### config.mk
export PLATFORM = sky130hd
export DESIGN_NAME = seg7_frame_reader
export DESIGN_NICKNAME = d
export VERILOG_FILES = /design/src/rtl/seg7_pkg.sv /design/src/rtl/seg7_decode.sv /design/src/rtl/seg7_frame_reader.sv
export SDC_FILE = /design/constraint.sdc
export NUM_CORES = 1
export LEC_CHECK = 0
export BUFFER_PORTS_ARGS = -buffer_cell sky130_fd_sc_hd__buf_2
export CAP_MARGIN = 20
export CELL_PAD_IN_SITES_DETAIL_PLACEMENT = 0
export CELL_PAD_IN_SITES_GLOBAL_PLACEMENT = 2
export CORE_AREA = 3 3 109 132
export CTS_BUF_LIST = sky130_fd_sc_hd__clkbuf_4
export CTS_CLUSTER_DIAMETER = 30
export DETAILED_ROUTE_END_ITERATION = 8
export DIE_AREA = 0 0 112 135
export PLACE_DENSITY_LB_ADDON = 0.2
export SLEW_MARGIN = 5
export SYNTH_ARGS = -nofsm -noshare
export SYNTH_HDL_FRONTEND = slang
export SYNTH_HIERARCHICAL = 1
export SYNTH_SLANG_ARGS = --single-unit
### constraint.sdc
create_clock -name CLOCK_50 -period 4.69 [get_ports CLOCK_50]
set_input_delay 0.469 -clock CLOCK_50 [delete_from_list [all_inputs] [get_ports CLOCK_50]]
set_output_delay 0.469 -clock CLOCK_50 [all_outputs]
set_load 0.05 [all_outputs]
### src/rtl/seg7_pkg.sv
// Shared seven-segment definitions: active-low glyph codes (bits 6:0 = g..a)
// used by both the display encoder and the frame reader, plus the decode result type.
package seg7_pkg;

  localparam logic [6:0] SEG_0     = 7'h40;
  localparam logic [6:0] SEG_1     = 7'h79;
  localparam logic [6:0] SEG_2     = 7'h24;
  localparam logic [6:0] SEG_3     = 7'h30;
  localparam logic [6:0] SEG_4     = 7'h19;
  localparam logic [6:0] SEG_5     = 7'h12;
  localparam logic [6:0] SEG_6     = 7'h02;
  localparam logic [6:0] SEG_7     = 7'h78;
  localparam logic [6:0] SEG_8     = 7'h00;
  localparam logic [6:0] SEG_9     = 7'h10;
  localparam logic [6:0] SEG_A     = 7'h08;
  localparam logic [6:0] SEG_B     = 7'h03;
  localparam logic [6:0] SEG_C     = 7'h46;
  localparam logic [6:0] SEG_D     = 7'h21;
  localparam logic [6:0] SEG_E     = 7'h06;
  localparam logic [6:0] SEG_F     = 7'h0E;
  localparam logic [6:0] SEG_BLANK = 7'h7F;

  typedef struct packed {
    logic [3:0] nibble;
    logic       blank;
    logic       err;
  } seg7_dec_t;

endpackage

### src/rtl/seg7_decode.sv
// Combinational seven-segment pattern decoder: active-low code to hex nibble,
// blank flag, decimal-point flag and an error flag for unknown patterns.
module seg7_decode
  import seg7_pkg::*;
(
  input  logic [7:0] code,
  output logic [3:0] nibble,
  output logic       blank,
  output logic       dp,
  output logic       err
);

  seg7_dec_t dec;

  // Map segment bits to a glyph; anything unrecognised flags an error with nibble 0.
  always_comb begin
    dec = '0;
    case (code[6:0])
      SEG_0:     dec.nibble = 4'h0;
      SEG_1:     dec.nibble = 4'h1;
      SEG_2:     dec.nibble = 4'h2;
      SEG_3:     dec.nibble = 4'h3;
      SEG_4:     dec.nibble = 4'h4;
      SEG_5:     dec.nibble = 4'h5;
      SEG_6:     dec.nibble = 4'h6;
      SEG_7:     dec.nibble = 4'h7;
      SEG_8:     dec.nibble = 4'h8;
      SEG_9:     dec.nibble = 4'h9;
      SEG_A:     dec.nibble = 4'hA;
      SEG_B:     dec.nibble = 4'hB;
      SEG_C:     dec.nibble = 4'hC;
      SEG_D:     dec.nibble = 4'hD;
      SEG_E:     dec.nibble = 4'hE;
      SEG_F:     dec.nibble = 4'hF;
      SEG_BLANK: dec.blank  = 1'b1;
      default:   dec.err    = 1'b1;
    endcase
  end

  assign nibble = dec.nibble;
  assign blank  = dec.blank;
  assign err    = dec.err;
  // DP is active-low and independent of the segment decode.
  assign dp     = ~code[7];

endmodule

### src/rtl/seg7_frame_reader.sv
// Seven-segment frame reader: accepts one digit pattern per transfer in scan
// order (HEX7 down to HEX0), decodes it into a shadow frame and presents each
// completed frame on a valid/ready handshake.
module seg7_frame_reader
  import seg7_pkg::*;
#(
  parameter int NUM_DIGITS  = 8,
  parameter bit CHECK_ORDER = 1'b1
) (
  input  logic                    CLOCK_50,
  input  logic                    RST,
  input  logic                    seg_valid,
  output logic                    seg_ready,
  input  logic [2:0]              seg_sel,
  input  logic [7:0]              seg_code,
  output logic                    frm_valid,
  input  logic                    frm_ready,
  output logic [4*NUM_DIGITS-1:0] frm_value,
  output logic [NUM_DIGITS-1:0]   frm_blank,
  output logic [NUM_DIGITS-1:0]   frm_dp,
  output logic [NUM_DIGITS-1:0]   frm_err,
  output logic                    seq_err
);

  // COLLECT gathers digits; LOAD copies the shadow frame out; HOLD waits for frm_ready.
  localparam logic [1:0] ST_COLLECT = 2'd0;
  localparam logic [1:0] ST_LOAD    = 2'd1;
  localparam logic [1:0] ST_HOLD    = 2'd2;

  localparam logic [2:0] IDX_TOP = 3'(NUM_DIGITS - 1);

  logic [1:0] state;
  logic [2:0] idx;

  logic [3:0] dec_nibble;
  logic       dec_blank;
  logic       dec_dp;
  logic       dec_err;

  logic [4*NUM_DIGITS-1:0] sh_value;
  logic [NUM_DIGITS-1:0]   sh_blank;
  logic [NUM_DIGITS-1:0]   sh_dp;
  logic [NUM_DIGITS-1:0]   sh_err;

  logic       xfer;
  logic       in_order;
  logic       restart;
  logic       take;
  logic [2:0] slot;

  seg7_decode u_decode (
    .code   (seg_code),
    .nibble (dec_nibble),
    .blank  (dec_blank),
    .dp     (dec_dp),
    .err    (dec_err)
  );

  assign xfer     = seg_valid && seg_ready;
  // With order checking off the index is ignored and arrival order decides the slot.
  assign in_order = !CHECK_ORDER || (seg_sel == idx);
  // An out-of-order HEX7 is not thrown away: it starts the next frame at once.
  assign restart  = !in_order && (seg_sel == IDX_TOP);
  assign take     = xfer && (in_order || restart);
  assign slot     = in_order ? idx : IDX_TOP;

  // Control: scan index, frame state, ready/valid handshakes and sequence-error pulse.
  always_ff @(posedge CLOCK_50 or posedge RST) begin
    if (RST) begin
      state     <= ST_COLLECT;
      idx       <= IDX_TOP;
      seg_ready <= 1'b1;
      frm_valid <= 1'b0;
      seq_err   <= 1'b0;
    end else begin
      seq_err <= 1'b0;
      case (state)
        ST_COLLECT: begin
          if (xfer) begin
            if (!in_order) begin
              seq_err <= 1'b1;
              idx     <= restart ? IDX_TOP - 3'd1 : IDX_TOP;
            end else if (idx == 3'd0) begin
              state     <= ST_LOAD;
              seg_ready <= 1'b0;
            end else begin
              idx <= idx - 3'd1;
            end
          end
        end
        ST_LOAD: begin
          state     <= ST_HOLD;
          frm_valid <= 1'b1;
        end
        ST_HOLD: begin
          if (frm_ready) begin
            state     <= ST_COLLECT;
            frm_valid <= 1'b0;
            seg_ready <= 1'b1;
            idx       <= IDX_TOP;
          end
        end
        default: begin
          state     <= ST_COLLECT;
          frm_valid <= 1'b0;
          seg_ready <= 1'b1;
          idx       <= IDX_TOP;
        end
      endcase
    end
  end

  // Data: fill the shadow slot for each accepted digit, copy the frame out in LOAD.
  always_ff @(posedge CLOCK_50 or posedge RST) begin
    if (RST) begin
      sh_value  <= '0;
      sh_blank  <= '0;
      sh_dp     <= '0;
      sh_err    <= '0;
      frm_value <= '0;
      frm_blank <= '0;
      frm_dp    <= '0;
      frm_err   <= '0;
    end else begin
      if (take) begin
        sh_value[{slot, 2'b00} +: 4] <= dec_nibble;
        sh_blank[slot]               <= dec_blank;
        sh_dp[slot]                  <= dec_dp;
        sh_err[slot]                 <= dec_err;
      end
      if (state == ST_LOAD) begin
        frm_value <= sh_value;
        frm_blank <= sh_blank;
        frm_dp    <= sh_dp;
        frm_err   <= sh_err;
      end
    end
  end

endmodule

==> results of run 1 <==
-- registers in the layout (all words and copies together), names as in the netlist --
signal / count
frm_blank: 8
frm_dp: 8
frm_err: 8
frm_valid: 1
frm_value: 32
idx: 3
seg_ready: 1
seq_err: 1
sh_blank: 8
sh_dp: 8
sh_err: 8
sh_value: 32
state: 2
-- cell usage after synthesis, drive strengths merged (5+ instances only) --
cell type  number  area [sq um]
o21ai          10         50.05
clkbuf          9         35.03
mux2          104          1171
buf            14         87.58
nor3            7         45.04
nand4          12         75.07
inv            12         45.04
and3b           5         43.79
nor4            5         61.31
dfrtp         116          2903
nand2          19         71.32
nor2b           7         43.79
nor2           13         48.80
-- worst register-to-register path: cells and delay by family, from the launching register on --
| kind | cells | cell delay, ns |
|---|---|---|
| AND/OR/NAND/NOR | 4 | 0.96 |
| flip-flops | 1 | 0.73 |
| adder cells (fa/ha/maj) | 2 | 0.53 |
| multiplexers | 1 | 0.29 |
| XOR/XNOR | 1 | 0.19 |
-- final cells by class --
| class | count | area [sq um] |
|---|---|---|
| repair buffers | 78 | 400.4 |
| well taps | 168 | 210.2 |
| multi-input cells | 252 | 2231 |
| inverters | 12 | 47.55 |
| flip-flops and latches | 120 | 3008 |
| fillers | 1207 | 6952 |
| clock buffers | 18 | 135.1 |
| clock inverters | 14 | 196.4 |
-- worst max-delay path by stage --
stage | slack [ns] | cells after the start | end
finish | 1.88 | 8 | sh_value[1]$_DFFE_PP0P_
global route | 1.65 | 8 | sh_value[3]$_DFFE_PP0P_
CTS | 1.87 | 8 | sh_value[3]$_DFFE_PP0P_
detailed placement | 1.88 | 9 | sh_value[1]$_DFFE_PP0P_
global placement | 1.98 | 9 | sh_value[2]$_DFFE_PP0P_
floorplan | 1.04 | 1 | frm_blank[0]$_DFFE_PP0P_
-- metrics by stage --
stage | instances | instance area [sq um] | util | hold slack (ns) | total power, uW
global route | 662 | 6228 | 0.4726 | 0.1053 | 2111
floorplan | 407 | 5404 | - | 0.4750 | 1162
global placement | 629 | 5892 | 0.4470 | 0.4601 | 1191
finish | 662 | 6228 | 0.4726 | 0.1583 | 2012
CTS | 661 | 6223 | 0.4722 | 0.09537 | 2045
detailed placement | 629 | 5892 | 0.4470 | 0.4673 | 1194
-- kinds of logic (layout without fill, tap and decap cells) --
group,Yosys count,count (layout),share of synthesized area
flip-flops,120,120,0.5566
multiplexers,108,108,0.2241
AND/OR/NAND/NOR,96,96,0.1141
AO/OA/AOI/OAI,40,40,0.05418
buffers and inverters,35,122,0.03102
adder cells (fa/ha/maj),4,4,0.009262
XOR/XNOR,4,4,0.01065
-- where the power goes --
| part | internal, uW | switching, uW | total [uW] |
|---|---|---|---|
| combinational | 35.0 | 73.6 | 109 |
| clock | 434 | 407 | 841 |
| sequential | 1050 | 11.8 | 1060 |
| total | 1520 | 493 | 2010 |
-- routing by layer --
layer	track usage	wire [um]
met4	0.05010	136
met2	0.2617	5663
met5	0	0
met3	0.04213	353
met1	0.1987	5060
==> results.md, run 1 <==
* Outcome: finished, final reports clean
* Io pins at between 70 and 80
* Netlist cell types at just under 60
* Seq/Total Area, Yosys at 0.5566
* Highest clock rate at ~360 MHz
* Max Clock Skew at between 0.01 and 0.015 ns
* Reg clk slew, reported paths at roughly 0.11 ns
* Most frequent cells in the layout: dfrtp_1, mux2_2, buf_2
* Max-Cap Viols at 0
* Worst Max-Slew Pin Slew at slightly below 1 ns
* Period utilization at 0.5989
* Worst R2R Setup Slack at 1.88 ns
* Final min period at approximately 2.8 ns
* Post-CTS Setup Bufs at 0
* CP required at slightly above 5 ns
* Setup CP Type: reg -> reg
* Layout area overhead at 15.26%
* Final WS setup at roughly 1.9 ns
* Post-cts sizing count at 0
* Longest Clk Path Bufs at 2
* Antenna cells at 0
* Ys Warns at 6
* #FFs+latches synth at 120
* Most common cell after layout, fill and taps aside: dfrtp_1
* Cell area after synthesis at ~5400 sq um
* Synth Flop Type: dfrtp_1
* Vias in the first global route at 3,577
* Final wirelength at 11,210 um
* Clock sinks at between 100 and 150
* Top cell by count, worst path: ha_1
* Setup TNS at 0 ns
* Worst VDD drop at around 170 uV
* First drt pass iteration count at 4
* Core Footprint at between 10,000 and 15,000 sq um
* Die X-Extent at around 110 um
* Hold Fails Final Rpt at 0
* Count of nets after finishing at 500
* Clk root buf: clkbuf_4
* Global-route wire length before repair at roughly 19,000 um
* Synth async-reset ratio at 1.000
* Vias per cell at approximately 5.2
* Drt drc at 0
* CP cell instances: xor2_2 -> nor4_4 -> ha_1 -> ha_1 -> nor2_1 -> nand2_1 -> or2_2 -> mux2_2
* Total gr overflow at 0
* Hold_sp: seg_valid
* Die Y at between 100 and 150 um
* Critical path startpoint: idx[2]$_DFFE_PP1P_
* Biggest cell delay along the critical path at 0.73 ns
* RSZ-0062 raised after global routing: no
* Slew Limit Fails at 0
* Cells after Synth at approximately 400
* CP Data Arrival Time at between 3 and 4 ns
* Wire per inst at 16.94 um
* Largest net degree at the start of global routing at 80
* Reg2reg path depth at 8
* Starting Density at 0.4100
* Overall Global Routing Usage at 0.1564
* CP top delay family: simple AND/OR/NAND/NOR gates
* Syn_nets at approximately 430
* Fraction of layout cells with a size suffix above 1 at 0.4737
* Detailed placer's ending HPWL at about 7700 um
* R2r endpoint: sh_value[1]$_DFFE_PP0P_
* Cts bufs inserted at 17
* Leak pwr at approximately 0.0033 uW
* Row cnt at 46
* TritonCTS clock tree: done
* PwrDens at between 300 and 400 nW/um^2
* Gpl congestion at approximately 0.75
* Final ANT Viol Nets at 0
* Startpoint Class: register
* FF-to-FF Start: idx[2]$_DFFE_PP1P_
* Slew Limit Headroom at 0.3586
* DIE AREA at around 15,000 sq um
* Clock Latency Late Sink at approximately 0.50 ns
* Worst-path maximum fanout at 15
* Worst Hold Path EP: seg_ready$_DFFE_PP1P_
* Post-cts hold buffer count at 0
* 1st-iter DRT viols at between 100 and 150
* Min-Delay Path Depth at 2
* Hold Crit Class: in -> reg
* H-tree depth at 4
* Crit end category: register
* Port bufs at 73
* Slowest CP cell: dfstp_2
* Vias at ~3,500
* Setup WS pre-CTS at ~1.9 ns
* Mean post-synth cell area at roughly 13 sq um
* Antenna violations before repair at 0
* CP bufs+invs at 0
* Post-synth EDFFs at 0
* # setup viols final at 0
(Power assumes the default switching activity.)
==> inputs of run 2 (changes only) <==
CORE_AREA = 3 3 115 139   (was 3 3 109 132)
DIE_AREA = 0 0 118 142   (was 0 0 112 135)
clock period = 2.48 ns   (was 4.69 ns; I/O delays follow)
==> run 2 against run 1 <==
Against the previous run:
- combinational power is 120% higher
- total power is 77% higher
- non-clock buffer count is 18 higher
- first-iteration DRC count is 19% higher
- die area is 11% higher
- via count is 3.1% higher
- clock power is 57% higher
- setup slack worse by 1.8 ns
- sequential share of layout area is 1.7 points lower
- global-route usage is 0.50 points lower
- cell count is 8.3% higher
- critical path depth stayed put
==> results.md, run 2 (synthesis gave the netlist of run 1 again) <==
* Slowest CP cell: dfstp_2
* Largest net degree at the start of global routing at 43 (-46%)
* Total gr overflow at 0 (unchanged)
* Hold Fails Final Rpt at 0 (unchanged)
* Global-route wire length before repair at 19,930 um (+6.6%)
* RSZ-0062 raised after global routing: yes
* Layout area overhead at 19.47%
* Hold Crit Class: in -> reg
* First drt pass iteration count at 4 (unchanged)
* Period utilization at 0.9581 (+0.3592)
* CP Data Arrival Time at 2.78 ns (-0.42 ns)
* Core Footprint at 14,900 sq um (+13%)
* Psw at 908.1 uW (+84%)
* Worst-path maximum fanout at 6 (-9)
* Reg clk slew, reported paths at 0.11 ns (about the same)
* Setup WS pre-CTS at -0.01245 ns (-1.892 ns)
* CP top delay family: simple AND/OR/NAND/NOR gates
* Placed Instances at 677 (+7.6%)
* Count of nets after finishing at 518 (+3.6%)
* Fraction of layout cells with a size suffix above 1 at 0.4902 (+0.01655)
* Vias per cell at 4.964 (-4.8%)
* Outcome: finished, final reports clean
* Clock Latency Late Sink at 0.52 ns (+0.02 ns)
* Final ANT Viol Nets at 0 (unchanged)
* Finished Layout Cells at 717 (+8.3%)
* Most common cell after layout, fill and taps aside: dfrtp_1
* Drt drc at 0 (unchanged)
* Detailed placer's ending HPWL at 8452 um (+10%)
* Overall Power at 3561 uW (+77%)
* Clock Power Share at 0.369 (-0.049)
* Gpl congestion at 0.7958 (+6.7%)
* Wire per inst at 16.68 um (-1.5%)
* Vias in the first global route at 3,713 (+3.8%)
* Sw Ratio at 0.2550 (+0.01027)
* Vias at 3,559 (+3.1%)
* Startpoint Class: register
* Clock sinks at 120 (unchanged)
* CP bufs+invs at 0 (unchanged)
* # setup viols final at 0 (unchanged)
* Overall Global Routing Usage at 0.1514 (-0.004974)
* Combinational fraction of design power at 0.068 (+0.014)
* DIE AREA at 16,760 sq um (+11%)
* Int Pwr at 2653 uW (+75%)
* Die X-Extent at 118 um (+5.4%)
* Max Clock Skew at 0.01788 ns (+0.003256 ns)
* Port bufs at 73 (unchanged)
* Die Y at 142 um (+5.2%)
* TritonCTS clock tree: done
* Final WS setup at 0.1039 ns (-1.777 ns)
* Row cnt at 49 (+6.5%)
* H-tree depth at 4 (unchanged)
* Worst Max-Slew Pin Slew at 0.9165 ns (-0.04560 ns)
* Clk root buf: clkbuf_4
* Largest regs: frm_value: 32 flops, sh_value: 32 flops
* Cts bufs inserted at 17 (unchanged)
* 1st-iter DRT viols at 149 (+19%)
* CP cell instances: xor2_4 -> nor4_4 -> ha_2 -> ha_4 -> nor2_2 -> nand2_1 -> or2_2 -> mux2_2
* Setup CP Type: reg -> reg
* Longest Clk Path Bufs at 2 (unchanged)
* Hold slack at 0.2454 ns (+0.08705 ns)
* Crit end category: register
* Antenna violations before repair at 1 (+1)
* Max-Cap Viols at 0 (unchanged)
* Highest clock rate at 420.9 MHz (+18%)
* Final Core Density at 0.4334 (-0.03921)
* Final min period at 2.376 ns (-0.4327 ns)
* Io pins at 74 (unchanged)
* PwrDens at 551.5 nW/um^2 (+71%)
* Slew Limit Headroom at 0.3877 (+0.02911)
* Slew Limit Fails at 0 (unchanged)
* Final wirelength at 11,960 um (+6.6%)
* Most frequent cells in the layout: dfrtp_1, mux2_2, buf_2
* Starting Density at 0.3627 (-0.04728)
* CP required at 2.88 ns (-2.20 ns)
* Worst VDD drop at 346.8 uV (+110%)
* Sequential power share at 0.563 (+0.035)
* Leak pwr at 0.003313 uW (+1.9%)
* Biggest cell delay along the critical path at 0.61 ns (-0.12 ns)
[run 2: cell count changes in the layout (fill, tap and decap cells not counted), moves of 3 or more]
| cell | previous run | this run |
|---|---|---|
| dlygate4sd3_1 | 0 | 3 |
| buf_4 | 4 | 18 |
| clkinv_1 | 1 | 4 |
| xor2_4 | 0 | 3 |
| clkinv_2 | 1 | 4 |
| xor2_2 | 3 | 0 |
[run 2: per-stage QoR]
stage,setup TNS (ns),area (sq um)
final,0,6456
after floorplan,0,5463
after global placement,0,6105
after global routing,-0.002274,6456
after detailed placement,-0.01698,6105
after CTS,0,6404
[run 2: area by class of cell]
type | count | area (sq um)
diodes | 1 | 2.502
clock buffers | 17 | 127.6
clock inverters | 15 | 135.1
fillers | 1451 | 8442
inverters | 12 | 48.80
multi-input cells | 252 | 2308
flip-flops and latches | 120 | 3008
well taps | 204 | 255.2
repair buffers | 96 | 570.5
[run 2: what timing repair did]
item	4_1_cts	5_1_grt
buffers inserted	0	4
hold buffers	3	0
gates resized for setup	1	4
endpoints found under the setup margin	6	20
pin swaps	0	4
hold endpoints to repair	39	0
[run 2: routing by layer]
layer	routed length (um)	track usage	vias up
met5	0	0	-
met1	5251	0.1864	1798
li1	-	-	1670
met4	227	0.06420	0
met3	429	0.03897	18
met2	6050	0.2547	73
[run 2: power by group through the flow]
stage | Sequential, uW | Clock [uW] | Combinational, uW
2_1_floorplan | 2040 | 0 | 165
3_3_place_gp | 2040 | 0 | 237
3_5_place_dp | 2040 | 0 | 242
4_1_cts | 2000 | 1380 | 246
5_1_grt | 2010 | 1460 | 271
6_report | 2000 | 1320 | 242
[run 2: final timing paths]
path                                       start                      end  slack (ns)  cells past startpoint
setup / recovery              idx[1]$_DFFE_PP1P_  sh_value[2]$_DFFE_PP0P_        0.10                      8
hold / removal                       seg_code[7]     sh_dp[3]$_DFFE_PP0P_        0.25                      3
setup reg to reg              idx[1]$_DFFE_PP1P_  sh_value[2]$_DFFE_PP0P_        0.10                      8
hold reg to reg            frm_valid$_DFFE_PP0P_    frm_valid$_DFFE_PP0P_        0.48                      1
max in group asynchronous                    RST       idx[2]$_DFFE_PP1P_        1.27                      4
min in group asynchronous                    RST     state[0]$_DFFE_PP0P_        0.46                      3
[run 2: worst reg2reg max path, stage by stage, from the launching register on]
cell and delay, ns:
dfstp_2 0.61, xor2_4 0.13, nor4_4 0.26, ha_2 0.27
ha_4 0.23, nor2_2 0.10, nand2_1 0.06, or2_2 0.32
mux2_2 0.28
